<file path="src/rtl/cpu_ctrl_pkg.sv">
// rtl/cpu_ctrl_pkg.sv - opcode, funct and state encodings shared by the sequencer and control LUT
package cpu_ctrl_pkg;

  typedef enum logic [5:0] {
    ST_IF   = 6'd0,
    ST_ID   = 6'd1,
    ST_EXEC = 6'd2,
    ST_MEM  = 6'd3,
    ST_WB   = 6'd4,
    ST_HALT = 6'd5
  } state_e;

  localparam logic [5:0] OP_RTYPE = 6'h00;
  localparam logic [5:0] OP_J     = 6'h02;
  localparam logic [5:0] OP_JAL   = 6'h03;
  localparam logic [5:0] OP_BEQ   = 6'h04;
  localparam logic [5:0] OP_BNE   = 6'h05;
  localparam logic [5:0] OP_ADDI  = 6'h08;
  localparam logic [5:0] OP_XORI  = 6'h0E;
  localparam logic [5:0] OP_LW    = 6'h23;
  localparam logic [5:0] OP_SW    = 6'h2B;

  localparam logic [5:0] FN_JR  = 6'h08;
  localparam logic [5:0] FN_ADD = 6'h20;
  localparam logic [5:0] FN_SUB = 6'h22;
  localparam logic [5:0] FN_SLT = 6'h2A;

endpackage

</file>
<file path="src/rtl/mc_next_state_decode.sv">
// rtl/mc_next_state_decode.sv - combinational next-state and illegal-instruction decode
module mc_next_state_decode
  import cpu_ctrl_pkg::*;
(
  input  state_e     state,
  input  logic [5:0] opcode,
  input  logic [5:0] funct,
  input  logic       mem_ready,
  output state_e     next_state,
  output logic       illegal_hit
);

  always_comb begin
    next_state  = state;
    illegal_hit = 1'b0;
    case (state)
      ST_IF: begin
        if (mem_ready) next_state = ST_ID;
      end
      ST_ID: begin
        case (opcode)
          OP_J: next_state = ST_IF;
          OP_RTYPE: begin
            case (funct)
              FN_ADD, FN_SUB, FN_SLT, FN_JR: next_state = ST_EXEC;
              default: begin
                next_state  = ST_HALT;
                illegal_hit = 1'b1;
              end
            endcase
          end
          OP_LW, OP_SW, OP_JAL, OP_BEQ, OP_BNE, OP_XORI, OP_ADDI: next_state = ST_EXEC;
          default: begin
            next_state  = ST_HALT;
            illegal_hit = 1'b1;
          end
        endcase
      end
      ST_EXEC: begin
        case (opcode)
          OP_LW, OP_SW, OP_BEQ, OP_BNE: next_state = ST_MEM;
          OP_RTYPE: next_state = (funct == FN_JR) ? ST_IF : ST_WB;
          default: next_state = ST_WB;
        endcase
      end
      ST_MEM: begin
        // Branches resolve here in one cycle; loads and stores wait on memory.
        case (opcode)
          OP_LW:   next_state = mem_ready ? ST_WB : ST_MEM;
          OP_SW:   next_state = mem_ready ? ST_IF : ST_MEM;
          default: next_state = ST_IF;
        endcase
      end
      ST_WB:   next_state = ST_IF;
      ST_HALT: next_state = ST_HALT;
      default: next_state = ST_IF;
    endcase
  end

endmodule

</file>
<file path="src/rtl/mc_state_sequencer.sv">
// rtl/mc_state_sequencer.sv - multi-cycle CPU state/instruction register, PC enable, counters and trap
module mc_state_sequencer
  import cpu_ctrl_pkg::*;
#(
  parameter int STATE_W = 6,
  parameter int DATA_W  = 32,
  parameter int CNT_W   = 32
) (
  input  logic               clk,
  input  logic               rst_n,
  input  logic               mem_ready,
  input  logic [DATA_W-1:0]  mem_rdata,
  input  logic               ir_we,
  input  logic               pc_we_req,
  input  logic               ben,
  input  logic               beqbne,
  input  logic               alu_zero,
  output logic [STATE_W-1:0] state,
  output logic [DATA_W-1:0]  instruction,
  output logic               pc_en,
  output logic               illegal,
  output logic [CNT_W-1:0]   cycle_cnt,
  output logic [CNT_W-1:0]   retire_cnt
);

  state_e              r_state;
  logic [DATA_W-1:0]   r_instr;
  logic                r_illegal;
  logic [CNT_W-1:0]    r_cycle;
  logic [CNT_W-1:0]    r_retire;

  state_e              w_next_state;
  logic                w_illegal_hit;
  logic                w_fetch;
  logic                w_dec_ready;
  logic                w_retire;

  assign w_fetch     = (r_state == ST_IF) & ir_we & mem_ready;
  // In IF the decoder only advances when the instruction is actually captured.
  assign w_dec_ready = (r_state == ST_IF) ? w_fetch : mem_ready;
  assign w_retire    = (w_next_state == ST_IF) & (r_state != ST_IF) & (r_state != ST_HALT);

  mc_next_state_decode u_decode (
    .state       (r_state),
    .opcode      (r_instr[DATA_W-1 -: 6]),
    .funct       (r_instr[5:0]),
    .mem_ready   (w_dec_ready),
    .next_state  (w_next_state),
    .illegal_hit (w_illegal_hit)
  );

  always_ff @(posedge clk or negedge rst_n) begin
    if (!rst_n) begin
      r_state   <= ST_IF;
      r_instr   <= '0;
      r_illegal <= 1'b0;
      r_cycle   <= '0;
      r_retire  <= '0;
    end else begin
      r_state <= w_next_state;
      r_cycle <= r_cycle + CNT_W'(1);
      if (w_fetch)       r_instr   <= mem_rdata;
      if (w_illegal_hit) r_illegal <= 1'b1;
      if (w_retire)      r_retire  <= r_retire + CNT_W'(1);
    end
  end

  assign pc_en       = (r_state != ST_HALT) & (pc_we_req | (ben & (alu_zero ^ beqbne)));
  assign state       = STATE_W'(r_state);
  assign instruction = r_instr;
  assign illegal     = r_illegal;
  assign cycle_cnt   = r_cycle;
  assign retire_cnt  = r_retire;

endmodule

</file>
<file path="config.mk">
export PLATFORM = sky130hd
export DESIGN_NAME = mc_state_sequencer
export DESIGN_NICKNAME = d
export VERILOG_FILES = /design/src/rtl/cpu_ctrl_pkg.sv /design/src/rtl/mc_next_state_decode.sv /design/src/rtl/mc_state_sequencer.sv
export SDC_FILE = /design/constraint.sdc
export NUM_CORES = 1
export LEC_CHECK = 0
export BUFFER_PORTS_ARGS = -buffer_cell sky130_fd_sc_hd__buf_2
export CORE_MARGIN = 8
export CORE_UTILIZATION = 51
export DETAILED_ROUTE_END_ITERATION = 12
export GPL_TIMING_DRIVEN = 0
export PLACE_DENSITY_LB_ADDON = 0.1
export SLEW_MARGIN = 25
export SYNTH_ARGS = -nofsm -noshare
export SYNTH_HDL_FRONTEND = slang
export SYNTH_HIERARCHICAL = 1
export SYNTH_SLANG_ARGS = --single-unit
</file>
<file path="constraint.sdc">
create_clock -name clk -period 3.7 [get_ports clk]
set_input_delay 0.74 -clock clk [delete_from_list [all_inputs] [get_ports clk]]
set_output_delay 0.74 -clock clk [all_outputs]
set_load 0.05 [all_outputs]
</file>
==> flow_summary.toml <==
[synthesis]
synth.distinct_cells = 50
synth_top_flop_cell = "dfrtp_1"
avgSynthCellArea_sq_um = 12.1
synth_cells = 378
yosysMostFrequentCell = "dfrtp_1"
synth.yosys.seq_area_share_pct = 56.2
synthTopCellsByArea = "dfrtp_1, xnor2_1, mux2_2"
synthesis.area_sq_mm = 0.00459
synth_edf_count = 0
yosysWarnings = 6
synth_top_cell_by_area = "dfrtp_1"
synthArstFlopShare_pct = 100
synth_commonest_cells = "dfrtp_1, xnor2_1, mux2_2, nand2_1, nand3_1"
ys_ff_latch = 103
yosys.area.top_type_share_pct = 56.2

[timing]
tns_ns = 0
finClkSkew_ns = 0.0105
fin_crit_sh_pct = 94.5
finalSetupViolCount = 0
worst_slack_ns = 0.203
rsz0062_at_grt = "no"
hold_violations = 0
fmax_ghz = 0.286
worstMarginPinSlew_ns = 0.556
period_needed_ns = 3.50
holdWs_ns = 0.261
drv_slew = 0
slew_headroom_pct = 62.6

[drt]
via_per_inst = 5.18
ant_nets = 0
drt-total-wl_mm = 10.1
vias = 3353
drt_iter0_markers = 94
drcViolationCount = 0
routedWlPerCell_microns = 15.6
drt_pass1_iterations = 4

[floorplan]
dieArea_sq_mm = 0.0123
io_pins = 144
core_area_sq_mm = 0.00872
floorplan.initialDensity_pct = 52.6
die_width_microns = 111
rows = 34
die_h_microns = 111

[pwr]
power_frac_comb_pct = 26.9
p_int_mw = 1.79
p_switching_mw = 1.05
sw_frac_of_total_pct = 37.0
power_frac_seq_pct = 47.0
p_leak_nw = 2.90
powerDensity_mw_per_mm2 = 499
peakVddDrop_mv = 0.295
pwr-share-clk_pct = 26.1

[layout]
syn2layout_area_growth_pct = 24.0
final_util_pct = 65.3
num-nets-final = 576
drive_gt1_share_pct = 39.5
diodes = 0

[global_routing]
grt_start_max_net_pins = 68
grt_first_pass_wirelength_mm = 17.0
antenna_found_initial = 0
grt-ovfl-total = 0
track_usage_pct = 16.6
grt_pass1_vias = 3456

[critical_path]
cpPeakStageDelay_ns = 0.63
required_ns = 3.99
rr_startpoint = "state[1]$_DFF_PN0_"
critPathLaunchType = "register"
slowest_stage = "or4_4"
crit_path_cell_trace = "or4_4 -> o41a_1 -> nor4b_1 -> nor2_1 -> nand3_1 -> nor4_4 -> o211ai_4 -> or4_4 -> buf_6 -> nor3_4 -> xor2_1"
critPathCaptureType = "register"
critPathMostFrequentCell = "or4_4"
crit_fanout = 7
setup.worst_path.start = "state[1]$_DFF_PN0_"
path_class = "reg2reg"
reg2reg_depth = 11
worstPathArrival_ns = 3.79

[clock_tree]
clk_pin_slew_ns = 0.10
cts_max_path_buffers = 2
cts_root_buf = "clkbuf_8"
numCtsBuffers = 9
htreeDepth = 3
clock-sinks = 103
cts_tree = "built"
insertion_delay_ns = 0.36

[place]
routabilityCongestion = 0.816
io_buffer_count = 143
dp_slack_ns = 0.0930
hpwl_mm = 7.67

[status]
status = "finished clean"

[flow_run]
drv_cap = 0

[hold_path]
hold_class = "in2async"
path summary, 6_finish.rpt:
path	end	slack, ns
setup / recovery	retire_cnt[31]$_DFFE_PN0P_	0.20
min in group clk	retire_cnt[31]$_DFFE_PN0P_	0.46
hold / removal	instruction[3]$_DFFE_PN0P_	0.26
hold reg to reg	retire_cnt[31]$_DFFE_PN0P_	0.46
setup reg to reg	retire_cnt[31]$_DFFE_PN0P_	0.20
max in group asynchronous	retire_cnt[3]$_DFFE_PN0P_	2.80
worst max-delay path: cells and delay by family (launching register included):
| family | cells | cell delay (ns) |
|---|---|---|
| and+or+nand+nor | 7 | 2.13 |
| AOI/OAI and AO/OA | 2 | 0.53 |
| DFF | 1 | 0.46 |
| buffers and inverters | 1 | 0.15 |
| xor gates and xnor gates | 1 | 0.15 |
cells in the final DEF (no fill, tap or decap), types with 3 or more instances in the layout:
cell / count
and2_1: 5
buf_2: 145
and4_1: 6
xor2_1: 20
nand2_1: 31
xnor2_1: 43
inv_1: 4
nor3_1: 5
buf_4: 3
nor2_1: 22
clkbuf_8: 10
nand3b_1: 3
nand3_1: 24
and3_1: 10
mux2_2: 31
dfrtp_1: 103
inv_6: 3
conb_1: 3
nor4_1: 4
nand4_1: 15
cells by family (layout without fill, tap and decap cells):
group,Yosys count,after routing,share of synthesized area [%]
compound gates,15,15,2.64
flops,103,103,56.2
mux,33,33,8.10
simple gates,146,146,18.5
xor+xnor,64,64,12.4
fa+ha+maj,2,2,0.545
buf+inv,14,173,1.64
other cells,1,3,0.0817
per-layer routing:
layer	track usage (%)	routed length (microns)	vias up
li1	-	-	1632
met1	20.2	4360	1619
met2	26.6	4880	87
met3	6.11	646	15
met4	5.68	193	0
met5	0	0	-
through the flow:
step           cells  area [sq um]  total power [mW]
3_3_place_gp     631          5450              2.11
2_1_floorplan    380          4600              1.90
6_report         647          5690              2.84
4_1_cts          648          5690              2.88
3_5_place_dp     632          5480              2.13
5_1_grt          647          5690              2.96
area by class of cell:
cell class                 count  area (sq um)
buffer                         9          56.3
clock inverter                 6          72.6
timing repair buffer         144           749
clock buffer                  10           138
inverter                       4          15.0
multi-input combinational    263          1950
sequential                   103          2580
tap                          108           135
fill                         713          3030
power groups by stage:
stage	logic, mW	clock network [mW]	registers [mW]
2_1_floorplan	0.164	0	1.74
3_3_place_gp	0.762	0	1.35
3_5_place_dp	0.773	0	1.36
4_1_cts	0.774	0.772	1.33
5_1_grt	0.800	0.809	1.35
6_report	0.763	0.741	1.33
sequential cells by signal, summed over array words and instances, names as in the netlist:
name,count
cycle_cnt,32
retire_cnt,32
instruction,32
illegal,1
state,6
repair_timing:
action / 4_1_cts / 5_1_grt
buffers inserted: 0 / 0
resized for setup: 0 / 1
hold buffers: 0 / 0
endpoints found under the hold margin: 0 / 0
endpoints found under the setup margin: 0 / 16
(Power assumes the default switching activity.)
